## src/rtl/regfile_dbg_pkg.sv

```systemverilog
// Shared constants and types for the register file debug port.
// Imported by the pointer sub-module and the top level.
package regfile_dbg_pkg;

    localparam int NREG   = 32;
    localparam int AW     = 5;
    localparam int DW     = 64;
    localparam int ZR_IDX = 31;

    localparam logic OP_DUMP = 1'b0;
    localparam logic OP_LOAD = 1'b1;

    typedef enum logic [1:0] {
        IDLE,
        LOAD,
        DUMP,
        FIN
    } dbgState_t;

endpackage

```

## src/rtl/regfile_dbg_ptr.sv

```systemverilog
// Register index pointer and remaining-transfer counter.
// The index wraps modulo NREG; the count saturates at NREG on load.
module regfile_dbg_ptr
    import regfile_dbg_pkg::*;
(
    input  logic          clk,
    input  logic          rst,
    input  logic          load,
    input  logic          step,
    input  logic [AW-1:0] firstIdx,
    input  logic [AW:0]   count,
    output logic [AW-1:0] ptr,
    output logic [AW:0]   rem,
    output logic          isLast,
    output logic          isEmpty
);

    localparam logic [AW:0] MAX_REM = (AW+1)'(NREG);

    logic [AW:0] satCount;

    assign satCount = (count > MAX_REM) ? MAX_REM : count;

    // NREG is a power of two, so the natural AW-bit overflow is the wrap.
    always_ff @(posedge clk or posedge rst) begin
        if (rst) begin
            ptr <= '0;
            rem <= '0;
        end else if (load) begin
            ptr <= firstIdx;
            rem <= satCount;
        end else if (step) begin
            ptr <= ptr + AW'(1);
            rem <= rem - (AW+1)'(1);
        end
    end

    assign isLast  = (rem == (AW+1)'(1));
    assign isEmpty = (rem == '0);

endmodule

```

## src/rtl/regfile_debug_port.sv

```systemverilog
// Debug master for the RegisterFile write port and read port A:
// bulk loads a register range from a stream or dumps one to a stream.
module regfile_debug_port
    import regfile_dbg_pkg::*;
(
    input  logic          Clk,
    input  logic          Reset,
    input  logic          Cmd_valid,
    output logic          Cmd_ready,
    input  logic          Cmd_op,
    input  logic [AW-1:0] Cmd_first,
    input  logic [AW:0]   Cmd_count,
    input  logic          In_valid,
    output logic          In_ready,
    input  logic [DW-1:0] In_data,
    output logic          Out_valid,
    input  logic          Out_ready,
    output logic [DW-1:0] Out_data,
    output logic [AW-1:0] Out_index,
    output logic          Out_last,
    output logic          Busy,
    output logic          Done,
    output logic [AW-1:0] RA,
    input  logic [DW-1:0] BusA,
    output logic [AW-1:0] RW,
    output logic [DW-1:0] BusW,
    output logic          RegWr
);

    dbgState_t state, nextState;

    logic [AW-1:0] ptr;
    logic [AW:0]   rem;
    logic          isLast, isEmpty;
    logic          ptrLoad, ptrStep;
    logic          inFire, outFire, outLoad;

    regfile_dbg_ptr uPtr (
        .clk     (Clk),
        .rst     (Reset),
        .load    (ptrLoad),
        .step    (ptrStep),
        .firstIdx(Cmd_first),
        .count   (Cmd_count),
        .ptr     (ptr),
        .rem     (rem),
        .isLast  (isLast),
        .isEmpty (isEmpty)
    );

    assign Cmd_ready = (state == IDLE);
    assign In_ready  = (state == LOAD);
    assign Busy      = (state != IDLE);
    assign Done      = (state == FIN);
    assign RA        = ptr;

    assign inFire  = In_valid && In_ready;
    assign outFire = Out_valid && Out_ready;
    // The output slot refills whenever it is empty or being drained.
    assign outLoad = (state == DUMP) && (!Out_valid || Out_ready) && !isEmpty;

    always_ff @(posedge Clk or posedge Reset) begin
        if (Reset) begin
            state <= IDLE;
        end else begin
            state <= nextState;
        end
    end

    always_comb begin
        nextState = state;
        ptrLoad   = 1'b0;
        ptrStep   = 1'b0;
        unique case (state)
            IDLE: begin
                if (Cmd_valid) begin
                    ptrLoad = 1'b1;
                    if (Cmd_count == '0) begin
                        nextState = FIN;
                    end else if (Cmd_op == OP_LOAD) begin
                        nextState = LOAD;
                    end else begin
                        nextState = DUMP;
                    end
                end
            end
            LOAD: begin
                if (inFire) begin
                    ptrStep = 1'b1;
                    if (isLast) begin
                        nextState = FIN;
                    end
                end
            end
            DUMP: begin
                ptrStep = outLoad;
                if (outFire && Out_last) begin
                    nextState = FIN;
                end
            end
            FIN: begin
                nextState = IDLE;
            end
            default: begin
                nextState = IDLE;
            end
        endcase
    end

    always_ff @(posedge Clk or posedge Reset) begin
        if (Reset) begin
            RW    <= '0;
            BusW  <= '0;
            RegWr <= 1'b0;
        end else begin
            RegWr <= inFire;
            if (inFire) begin
                RW   <= ptr;
                BusW <= In_data;
            end
        end
    end

    always_ff @(posedge Clk or posedge Reset) begin
        if (Reset) begin
            Out_valid <= 1'b0;
            Out_data  <= '0;
            Out_index <= '0;
            Out_last  <= 1'b0;
        end else if (outLoad) begin
            Out_valid <= 1'b1;
            Out_data  <= BusA;
            Out_index <= ptr;
            Out_last  <= isLast;
        end else if (Out_ready && isEmpty) begin
            Out_valid <= 1'b0;
        end
    end

endmodule

```

## config.mk

```make
export PLATFORM = sky130hd
export DESIGN_NAME = regfile_debug_port
export DESIGN_NICKNAME = d
export VERILOG_FILES = /design/src/rtl/regfile_dbg_pkg.sv /design/src/rtl/regfile_dbg_ptr.sv /design/src/rtl/regfile_debug_port.sv
export SDC_FILE = /design/constraint.sdc
export NUM_CORES = 1
export LEC_CHECK = 0
export ABC_AREA = 1
export ABC_CLOCK_PERIOD_IN_PS = 4300
export BUFFER_PORTS_ARGS = -buffer_cell sky130_fd_sc_hd__buf_2
export CELL_PAD_IN_SITES_DETAIL_PLACEMENT = 1
export CELL_PAD_IN_SITES_GLOBAL_PLACEMENT = 2
export CORE_MARGIN = 2
export CORE_UTILIZATION = 24
export CTS_BUF_LIST = sky130_fd_sc_hd__clkbuf_4
export DETAILED_ROUTE_END_ITERATION = 10
export GPL_TIMING_DRIVEN = 0
export PLACE_DENSITY_LB_ADDON = 0.15
export RECOVER_POWER = 100
export SKIP_LAST_GASP = 1
export SLEW_MARGIN = 10
export SYNTH_ARGS = -nofsm -noshare
export SYNTH_HDL_FRONTEND = slang
export SYNTH_SLANG_ARGS = --single-unit
```

## constraint.sdc

```tcl
create_clock -name Clk -period 4.3 [get_ports Clk]
set_clock_uncertainty 0.2 [all_clocks]
set_input_delay 0.215 -clock Clk [delete_from_list [all_inputs] [get_ports Clk]]
set_output_delay 0.215 -clock Clk [all_outputs]
set_load 0.05 [all_outputs]
```

; ---- Word-level counts from Yosys, hierarchy flattened
; Cells that the tools add are included.
[classes]
n_reduce_logical = 16
n_eq_ne = 8
add_sub_neg = 2
muxes = 18
magnitude_cmp = 1
[ops]
columns = operator, n
row1 = $mux W6, 3
row2 = $logic_not A6 Y1, 2
row3 = $mux W2, 6
row4 = $mux W5, 2
row5 = $pmux W2 S4, 1
row6 = $eq A6 B1 Y1 const B, 1
row7 = $gt A6 B6 Y1 const B, 1
row8 = $logic_and A1 B1 Y1, 6
row9 = $ne A2 B1 Y1 const B, 3
row10 = $reduce_bool A2 Y1, 3
row11 = $sub A6 B1 Y6 const B, 1
row12 = $add A5 B1 Y5 const B, 1
row13 = $mux W1, 5
row14 = $eq A2 B2 Y1 const B, 2
row15 = $reduce_and A4 Y1, 1
row16 = $eq A2 B1 Y1 const B, 1
row17 = $logic_not A1 Y1, 2
row18 = $logic_not A2 Y1, 1
row19 = $ne A2 B2 Y1 const B, 1
row20 = $pmux W1 S2, 1
row21 = $logic_or A1 B1 Y1, 1
[totals]
elab_cells = 55
regBits = 154
out_inout_bits = 150

; ---- Depth between registers and ports, before layout
; Gate-level depths: netlist of the first run.
[logic_depth]
ltp_word = 7
depth_mapped = 11
ltp_nobuf = 10

; ---- By module
; Synthesis of the first run repeated with hierarchy kept, for this count alone.
[unflattened]
cells_unflattened = 730
area_unflattened_um2 = 6402.4
[modules_own_cells]
columns = mod, area_each_um2, instances, cells_each, seq_area_each_um2
row1 = regfile_debug_port, 5656.7, 1, 630, 3578.4
row2 = regfile_dbg_ptr, 745.7, 1, 100, 275.3

; ---- Worst setup path before layout of the first run
; OpenSTA, ideal clock, no wires.
[synth_path]
path_kind = register to register
start = register state[0]
end = register state[0]
slack_ns = 2.041
path_buffers = 0
arrival_time_ns = 1.932
path_stages_with_launch = 9
cell_sequence = dfrtp_1 > inv_1 > ha_1 > inv_1 > or2_2 > nand2_1 > nor2_1 > nand2_1 > o21ai_0
[synth_lines]
columns = element, line_no
row1 = "start, declared", regfile_debug_port.sv:30  ; dbgState_t state, nextState;
row2 = "start signal, assigned", regfile_debug_port.sv:66  ; state <= nextState;
row3 = $logic_not A2 Y1 *, n/a
row4 = named net Cmd_ready, regfile_debug_port.sv:9  ; output logic Cmd_ready,
row5 = $ne A2 B2 Y1 (no source line), n/a
row6 = $reduce_and A4 Y1 (no source line), n/a
; The timed path passes the listed nets; every way through them passes the cells marked *.
; A chain may end at the register's enable or synchronous reset.

==> results of run 1 <==
-- cell usage after synthesis --
master | count | area [sq um]
nand2_1 | 398 | 1490
dfrtp_1 | 154 | 3850
nand3_1 | 83 | 415
inv_1 | 21 | 78.8
o21ai_0 | 21 | 105
buf_2 | 13 | 65.1
buf_4 | 12 | 90.1
nor2_1 | 11 | 41.3
clkbuf_1 | 9 | 33.8
ha_1 | 9 | 113
buf_1 | 7 | 26.3
nand2_2 | 2 | 12.5
nand3b_1 | 2 | 15.0
xor2_1 | 2 | 17.5
buf_6 | 1 | 11.3
nand3_4 | 1 | 17.5
nand4_1 | 1 | 6.26
nor2_2 | 1 | 6.26
nor2_4 | 1 | 11.3
or2_2 | 1 | 6.26
xnor2_1 | 1 | 8.76
-- metrics by stage --
step / worst slack (ns) / area [sq um] / std cells / hold slack (ns)
4_1_cts: 1.57 / 10200 / 1568 / 0.00373
3_5_place_dp: 2.04 / 8420 / 1385 / 0.0270
6_report: 1.27 / 9940 / 1570 / 0.0564
2_1_floorplan: 1.94 / 6430 / 751 / 0.111
5_1_grt: 0.976 / 9940 / 1570 / 0.0548
3_3_place_gp: 0.563 / 8320 / 1380 / 0.210
-- worst register-to-register path, cell delays in order, from the launching register on --
cell,delay (ns)
dfrtp_1,0.42
inv_1,0.13
ha_1,0.21
inv_1,0.06
or2_2,0.28
nand2_1,0.07
nor2_1,0.06
nand2_1,0.06
dlygate4sd3_1,0.54
o21ai_0,0.08
dlygate4sd3_1,0.56
-- layout make-up --
cell class | count | area (sq um)
clock buffers | 17 | 128
repair buffers | 451 | 2890
plain buffers | 42 | 196
multi-input cells | 534 | 2250
flip-flops and latches | 154 | 3850
clock inverters | 14 | 114
fillers | 3275 | 16300
well taps | 335 | 419
inverters | 21 | 80.1
diodes | 2 | 5.00
-- path summary, 6_finish.rpt --
path | from | to | slack [ns]
max reg2reg | state[1]$_DFFE_PP0P_ | state[1]$_DFFE_PP0P_ | 1.52
min in group asynchronous | Reset | Out_data[0]$_DFFE_PP0P_ | 0.67
min | Cmd_valid | uPtr.rem[1]$_DFFE_PP0P_ | 0.06
max | Reset | RW[2]$_DFFE_PP0P_ | 1.27
min reg2reg | Out_data[59]$_DFFE_PP0P_ | Out_data[59]$_DFFE_PP0P_ | 0.29
max in group Clk | state[1]$_DFFE_PP0P_ | state[1]$_DFFE_PP0P_ | 1.52
-- flip-flops by register name (all words and copies together) (netlist names) --
| name | cells |
|---|---|
| state | 2 |
| uPtr.ptr | 5 |
| Out_last | 1 |
| BusW | 64 |
| Out_index | 5 |
| RW | 5 |
| RegWr | 1 |
| uPtr.rem | 6 |
| Out_data | 64 |
| Out_valid | 1 |
-- kinds of logic after synthesis --
| group | after synthesis | synth area share (%) |
|---|---|---|
| adder cells (fa/ha/maj) | 9 | 1.75 |
| AO/OA/AOI/OAI | 21 | 1.63 |
| XOR/XNOR | 3 | 0.409 |
| AND/OR/NAND/NOR | 501 | 31.5 |
| flip-flops | 154 | 59.9 |
| buffers and inverters | 63 | 4.75 |
-- power by group through the flow --
stage | Sequential (uW) | Combinational, uW | Clock (uW)
CTS | 2490 | 5060 | 898
detailed placement | 2520 | 4900 | 0
floorplan | 4680 | 1380 | 0
finish | 2510 | 4770 | 840
global placement | 2500 | 4860 | 0
global route | 2600 | 5160 | 948
-- metal layers --
| metal | routed length (microns) | global-route usage, % |
|---|---|---|
| met5 | 0 | 0 |
| met4 | 557 | 5.60 |
| met3 | 1270 | 4.09 |
| met2 | 11700 | 30.0 |
| met1 | 10800 | 21.9 |
==> impl_metrics.ini, run 1 <==
[global_routing]
grt_max_degree = 35
antenna_found_initial = 1
overflow = 0
grt_usage_pct = 17.5
grt_pass1_vias = 7073
grt_pass1_wl_microns = 38800

[sta]
slew_headroom_pct = 3.12
hold_viol = 0
rsz0062_at_grt = false
max_freq_mhz = 330
drv_slew = 0
period_needed_ns = 3.03
tightest_slew_ns = 1.45
setup_violations = 0
period_share_pct = 70.4
setup-tns-final_ns = 0

[clock_tree]
clkSinkCount = 154
root_buffer = clkbuf_4
cts-buffers-inserted = 17
cts_hold_buf = 152
cts_tree = done
ctsResizeCount = 0
postCtsSetupBuffers = 0
insertion_delay_ns = 0.54
htree_levels = 4
clockBufferDepth = 2
cts.clk_slew.worst_paths_ns = 0.15

[cells_and_area]
finish.net_count = 1375
final_cell_mix = 400 x nand2_1, 173 x clkbuf_1, 154 x dfrtp_1, 154 x buf_2, 152 x dlygate4sd3_1
final_common_cell = nand2_1
fin_util_pct = 37.9
drive_above_1_share_pct = 16.1
area_growth_pct = 54.6

[route]
final_antenna_net_count = 0
viasPerCell = 4.25
wl_per_cell_microns = 15.5
wirelength_microns = 24400
drc = 0
vias = 6667
drtPass1Iterations = 5
first_iter_violations = 238

[floorplan]
ios = 295
die-height_microns = 168
die_area_sq_mm = 0.0281
coreArea_sq_mm = 0.0262
die_width_microns = 168
initial_core_util_pct = 24.5
row_count = 59

[synthesis]
yosysSeqAreaShare_pct = 59.9
ys_seq_elements = 154
synth_warnings = 0
synth_cell_types = 21
syn_inst = 751
avgSynthCellArea_sq_um = 8.56
synth_fp_nets = 905
netlist_area_sq_mm = 0.00643

[power_and_ir_drop]
finalPower_uw = 8120
pwr_density_cell_mw_per_mm2 = 817
leakagePower_uw = 0.00512
power_frac_comb_pct = 58.8
ir_worst_vdd_v = 0.000296
internal_power_uw = 3330
p_seq_share_pct = 30.9
p_sw_share_pct = 58.9
power_frac_clock_pct = 10.3
power_switching_uw = 4790

[setup_path]
slowest_delay_ns = 1.12
path_delay_family = buffers and inverters
crit_fanout = 32
path_class = primary input to asynchronous set/reset pin
crit_cells = 7
r2r_cells = 10
cpMaxStageDelayCell = clkbuf_1
cp-end-kind = asynchronous set/reset pin
path_buf_inv = 7
path_cells = dlygate4sd3_1 > buf_2 > dlygate4sd3_1 > clkinvlp_2 > clkbuf_1 > buf_12 > buf_12
critPathArrivalTime_ns = 3.58
critical_path_required_ns = 4.85
critical_path.startpoint_type = primary input

[run]
cap_violations = 0

[hold_path]
holdPathStages = 7
hold_class = primary input to flop

[place]
routabilityCongestion = 0.734
port_buffers = 294
hpwl_microns = 17000

[outcome]
status = complete, no violations
No activity file was read; power rests on OpenSTA's default activity.
==> inputs of run 2 (changes only) <==
--- a/config.mk
+++ b/config.mk
@@ -6,7 +6,7 @@
 export NUM_CORES = 1
 export LEC_CHECK = 0
 export ABC_AREA = 1
-export ABC_CLOCK_PERIOD_IN_PS = 4300
+export ABC_CLOCK_PERIOD_IN_PS = 2580
 export BUFFER_PORTS_ARGS = -buffer_cell sky130_fd_sc_hd__buf_2
 export CELL_PAD_IN_SITES_DETAIL_PLACEMENT = 1
 export CELL_PAD_IN_SITES_GLOBAL_PLACEMENT = 2
==> constraint.sdc (replaced) <==
create_clock -name Clk -period 2.58 [get_ports Clk]
set_clock_uncertainty 0.2 [all_clocks]
set_input_delay 0.129 -clock Clk [delete_from_list [all_inputs] [get_ports Clk]]
set_output_delay 0.129 -clock Clk [all_outputs]
set_load 0.05 [all_outputs]
==> run 2 against run 1 <==
Sequential cell count did not move. Design area rose by 0.65%. Worst setup slack got worse by 1.1 ns. Wire length barely moved. Die area did not move. First-iteration DRC count fell by 8.4%. Worst hold slack improved by 0.044 ns. Critical path depth rose by 3. Sequential power rose by 67%. Core utilization rose by 0.25 points. Sequential share of layout area fell by 0.25 points. Highest routed layer unchanged.
==> impl_metrics.ini, run 2 (synthesis results as in run 1) <==
[sta]
max_freq_mhz = 407
drv_slew = 0
period_share_pct = 95.1
hold_viol = 0
holdWs_ns = 0.100
setup_violations = 0
rsz0062_at_grt = false
period_needed_ns = 2.45
slew_headroom_pct = 40.8
tightest_slew_ns = 0.887

[clock_tree]
cts_tree = done
htree_levels = 4
clkSinkCount = 154
insertion_delay_ns = 0.54
cts.clk_slew.worst_paths_ns = 0.16
cts-buffers-inserted = 17
root_buffer = clkbuf_4
clockBufferDepth = 2

[power_and_ir_drop]
leakagePower_uw = 0.00517
p_sw_share_pct = 58.6
power_frac_comb_pct = 59.0
pwr_density_cell_mw_per_mm2 = 1360
power_frac_clock_pct = 10.3
power_switching_uw = 7990
ir_worst_vdd_v = 0.000493
p_seq_share_pct = 30.7
internal_power_uw = 5640

[hold_path]
holdPathStages = 4
hold_class = primary input to flop

[cells_and_area]
finalNonFillerCells = 1578
n_fill_cell = 3276
area_growth_pct = 55.6
finish.net_count = 1383
fin_util_pct = 38.2
drive_above_1_share_pct = 17.2
final_common_cell = nand2_1
largestRegisters = BusW x64, Out_data x64, uPtr.rem x6
final_cell_mix = 399 x nand2_1, 167 x clkbuf_1, 157 x dlygate4sd3_1

[setup_path]
critical_path.startpoint_type = flop
critical_path_required_ns = 2.87
r2r_cells = 10
critPathArrivalTime_ns = 2.75
crit_fanout = 4
cp-end-kind = flop
path_class = flop to flop

[route]
first_iter_violations = 218
vias = 6703
dr_wl_met3_microns = 1290
wl_per_cell_microns = 15.5
viasPerCell = 4.25
wl_met2_microns = 11800
wl_met1_microns = 10800
drtPass1Iterations = 4
top_layer_used = met4
final_antenna_net_count = 0
drc = 0
wirelength_microns = 24400

[global_routing]
grt_pass1_wl_microns = 38800
grt_usage_pct = 17.6
grt_max_degree = 35
overflow = 0
grt_pass1_vias = 7093
antenna_found_initial = 1

[place]
hpwl_microns = 17000
port_buffers = 294
routabilityCongestion = 0.734
dp_cells = 1385

[floorplan]
initial_core_util_pct = 24.5
die-height_microns = 168
die_area_sq_mm = 0.0281
row_count = 59
coreArea_sq_mm = 0.0262
ios = 295
die_width_microns = 168

[run]
cap_violations = 0

[outcome]
status = complete, no violations
-- run 2: cell type report --
class                      instances  area [sq um]  share of cell area (%)
antenna                            2          5.00                  0.0500
buffer                            42           216                    2.16
clock buffer                      17           128                    1.28
clock inverter                    14           114                    1.14
inverter                          21          80.1                   0.801
multi-input combinational        534          2260                    22.6
sequential                       154          3850                    38.5
tap                              335           419                    4.19
timing repair buffer             459          2930                    29.3
-- run 2: power by group through the flow --
| stage | Combinational [uW] | Clock (uW) | Sequential, uW |
|---|---|---|---|
| 2_1_floorplan | 2300 | 0 | 7810 |
| 5_1_grt | 8710 | 1580 | 4340 |
| 3_5_place_dp | 8170 | 0 | 4190 |
| 6_report | 8050 | 1400 | 4180 |
| 3_3_place_gp | 8100 | 0 | 4170 |
| 4_1_cts | 8470 | 1500 | 4150 |
-- run 2: critical path, cell delays in order, from the launching register on --
cell           delay [ns]
dfrtp_1              0.43
inv_2                0.09
ha_2                 0.20
nand2_2              0.07
inv_1                0.07
nand3b_1             0.09
dlygate4sd3_1        0.57
nand2_1              0.06
dlygate4sd3_1        0.54
nand2_1              0.05
nand2_1              0.05
-- run 2: what timing repair did --
| item | in CTS | in global routing |
|---|---|---|
| hold buffers | 157 | 0 |
| setup endpoints to repair | 0 | 2 |
| resized for setup | 0 | 6 |
| hold endpoints to repair | 274 | 0 |
| buffers inserted | 0 | 3 |
-- run 2: through the flow --
step | setup TNS [ns] | power [uW] | setup WS, ns | instance area [sq um]
after global routing | 0 | 14600 | 0.0228 | 10000
after detailed placement | 0 | 12400 | 0.321 | 8420
after CTS | 0 | 14100 | 0.0240 | 10200
after global placement | -162.53 | 12300 | -1.07 | 8320
final | 0 | 13600 | 0.126 | 10000
after floorplan | 0 | 10100 | 0.306 | 6430
-- run 2: worst paths after layout --
kind                                          startpoint                  endpoint  slack, ns
worst max-delay path                state[0]$_DFFE_PP0P_   uPtr.rem[3]$_DFFE_PP0P_       0.13
worst max register to register      state[0]$_DFFE_PP0P_   uPtr.rem[3]$_DFFE_PP0P_       0.13
worst min-delay path                         In_data[45]      BusW[45]$_DFFE_PP0P_       0.10
min in group asynchronous                          Reset   Out_data[0]$_DFFE_PP0P_       0.59
worst min register to register  Out_data[59]$_DFFE_PP0P_  Out_data[59]$_DFFE_PP0P_       0.29
max in group asynchronous                          Reset         RW[2]$_DFFE_PP0P_       0.24
-- run 2: routing by layer --
layer / GRT usage (%) / up-vias
met5: 0 / -
met4: 5.60 / 0
met3: 4.14 / 28
met2: 30.0 / 185
met1: 22.0 / 3198
li1: - / 3292
==> inputs of run 3 (changes only) <==
--- a/config.mk
+++ b/config.mk
@@ -8,12 +8,11 @@
 export ABC_AREA = 1
 export ABC_CLOCK_PERIOD_IN_PS = 2580
 export BUFFER_PORTS_ARGS = -buffer_cell sky130_fd_sc_hd__buf_2
-export CELL_PAD_IN_SITES_DETAIL_PLACEMENT = 1
-export CELL_PAD_IN_SITES_GLOBAL_PLACEMENT = 2
 export CORE_MARGIN = 2
-export CORE_UTILIZATION = 24
+export CORE_UTILIZATION = 38
 export CTS_BUF_LIST = sky130_fd_sc_hd__clkbuf_4
 export DETAILED_ROUTE_END_ITERATION = 10
+export GPL_ROUTABILITY_DRIVEN = 1
 export GPL_TIMING_DRIVEN = 0
 export PLACE_DENSITY_LB_ADDON = 0.15
 export RECOVER_POWER = 100
==> run 3 against run 2 <==
Die area decreased by 36%. Sequential power about the same. Register-to-register slack improved by 0.09 ns. Worst setup slack improved by 0.092 ns. Critical path type unchanged. Largest cell class unchanged. Core utilization increased by 21 points. Non-clock buffer count decreased by 4. Combinational power decreased by 2.6%. Final cell count decreased by 7.5%. Count of clock-buffer cells in the layout unchanged. Via count decreased by 1.1%.
==> impl_metrics.ini, run 3 (synthesis results as in run 1) <==
[cells_and_area]
finish.net_count = 1379
largestRegisters = BusW x64, Out_data x64, uPtr.rem x6
drive_above_1_share_pct = 16.4
fin_util_pct = 59.3
final_common_cell = nand2_1
finalNonFillerCells = 1459
area_growth_pct = 53.0
final_cell_mix = 400 x nand2_1, 168 x clkbuf_1, 157 x dlygate4sd3_1

[floorplan]
row_count = 47
initial_core_util_pct = 38.8
die_width_microns = 134
ios = 295
coreArea_sq_mm = 0.0166
die-height_microns = 134
die_area_sq_mm = 0.0180

[hold_path]
hold_class = primary input to flop
holdPathStages = 4
min_to = BusW[61]$_DFFE_PP0P_
worstHoldStart = In_data[61]

[sta]
setup_violations = 0
rsz0062_at_grt = false
period_needed_ns = 2.36
setup-tns-final_ns = 0
hold_viol = 0
max_freq_mhz = 423
tightest_slew_ns = 1.19
slew_headroom_pct = 20.0
period_share_pct = 91.6
layout_setup_ws_ns = 0.218
drv_slew = 0

[setup_path]
cp_common_cell = nand2_1
critical_path.startpoint_type = flop
r2r-start = state[1]$_DFFE_PP0P_
critical_path_required_ns = 2.87
crit_fanout = 10
path_delay_family = buffers and inverters
path_cells = inv_1 > ha_1 > nand2_1 > clkbuf_1 > clkbuf_1 > nand2_1 > nand2_1
slowest_delay_ns = 0.55
r2r_slack_ns = 0.22
critPathArrivalTime_ns = 2.65
r2r_end = BusW[27]$_DFFE_PP0P_
cp-end-kind = flop
r2r_cells = 7
cpMaxStageDelayCell = clkbuf_1
path_buf_inv = 3
path_class = flop to flop

[clock_tree]
root_buffer = clkbuf_4
htree_levels = 4
clockBufferDepth = 2
cts_hold_buf = 157
ctsResizeCount = 0
cts_tree = done
postCtsSetupBuffers = 0
insertion_delay_ns = 0.54
cts-buffers-inserted = 17
clkSinkCount = 154
cts.clk_slew.worst_paths_ns = 0.14

[global_routing]
grt_pass1_wl_microns = 32300
grt_pass1_vias = 6516
antenna_found_initial = 1
grt_usage_pct = 22.8
overflow = 0
grt_max_degree = 38

[route]
drtPass1Iterations = 5
wl_per_cell_microns = 14.2
viasPerCell = 4.55
final_antenna_net_count = 0
vias = 6632
drc = 0
wirelength_microns = 20700
first_iter_violations = 344

[place]
routabilityCongestion = 0.821
port_buffers = 294
hpwl_microns = 13900
post-place-ws_ns = 0.465
dp_cells = 1269

[power_and_ir_drop]
pwr_density_cell_mw_per_mm2 = 1360
ir_worst_vdd_v = 0.000673
leakagePower_uw = 0.00517

[run]
cap_violations = 0

[outcome]
status = complete, no violations
==> run 3: worst max-delay path by stage <==
stage | from | end | slack (ns) | cells after the start
finish | state[1]$_DFFE_PP0P_ | BusW[27]$_DFFE_PP0P_ | 0.22 | 7
global route | state[0]$_DFFE_PP0P_ | uPtr.ptr[4]$_DFFE_PP0P_ | 0.03 | 10
CTS | state[1]$_DFFE_PP0P_ | uPtr.rem[5]$_DFFE_PP0P_ | 0.25 | 10
detailed placement | state[1]$_DFFE_PP0P_ | BusW[47]$_DFFE_PP0P_ | 0.46 | 8
global placement | Reset | Out_data[0]$_DFFE_PP0P_ | -0.76 | 2
floorplan | Reset | BusW[0]$_DFFE_PP0P_ | 0.31 | 1
==> run 3: power breakdown <==
part	switching [uW]	leakage [uW]	internal, uW
Combinational	6170	0.00310	1680
Sequential	677	0.00193	3520
Clock	890	0.000137	477
==> run 3: final cells by class <==
cell class,count,area [sq um]
fill,1573,6750
inverter,21,80.1
buffer,42,208
timing repair buffer,455,2910
multi-input combinational,534,2250
clock buffer,17,128
antenna,1,2.50
clock inverter,15,125
tap,220,275
sequential,154,3850
==> run 3: worst reg2reg max path: stages (launching register included) <==
cell and delay, ns:
dfrtp_1 0.39, inv_1 0.09, ha_1 0.23, nand2_1 0.19
clkbuf_1 0.55, clkbuf_1 0.42, nand2_1 0.13, nand2_1 0.11
==> run 3: stage by stage <==
step / cell area (sq um) / power (uW) / hold slack (ns)
6_report: 9830 / 13400 / 0.111
5_1_grt: 9830 / 14300 / 0.0739
4_1_cts: 10100 / 13800 / 0.0294
3_5_place_dp: 8260 / 12100 / 0.0514
3_3_place_gp: 8180 / 12000 / 0.123
2_1_floorplan: 6430 / 10100 / 0.0254
==> run 3: per-layer routing <==
metal  track usage, %  up-vias  wire [microns]
met5                0        -               0
met4             7.72        0             424
met3             5.14       32            1140
met2             40.0      220           10400
met1             27.7     3099            8700
li1                 -     3281               -
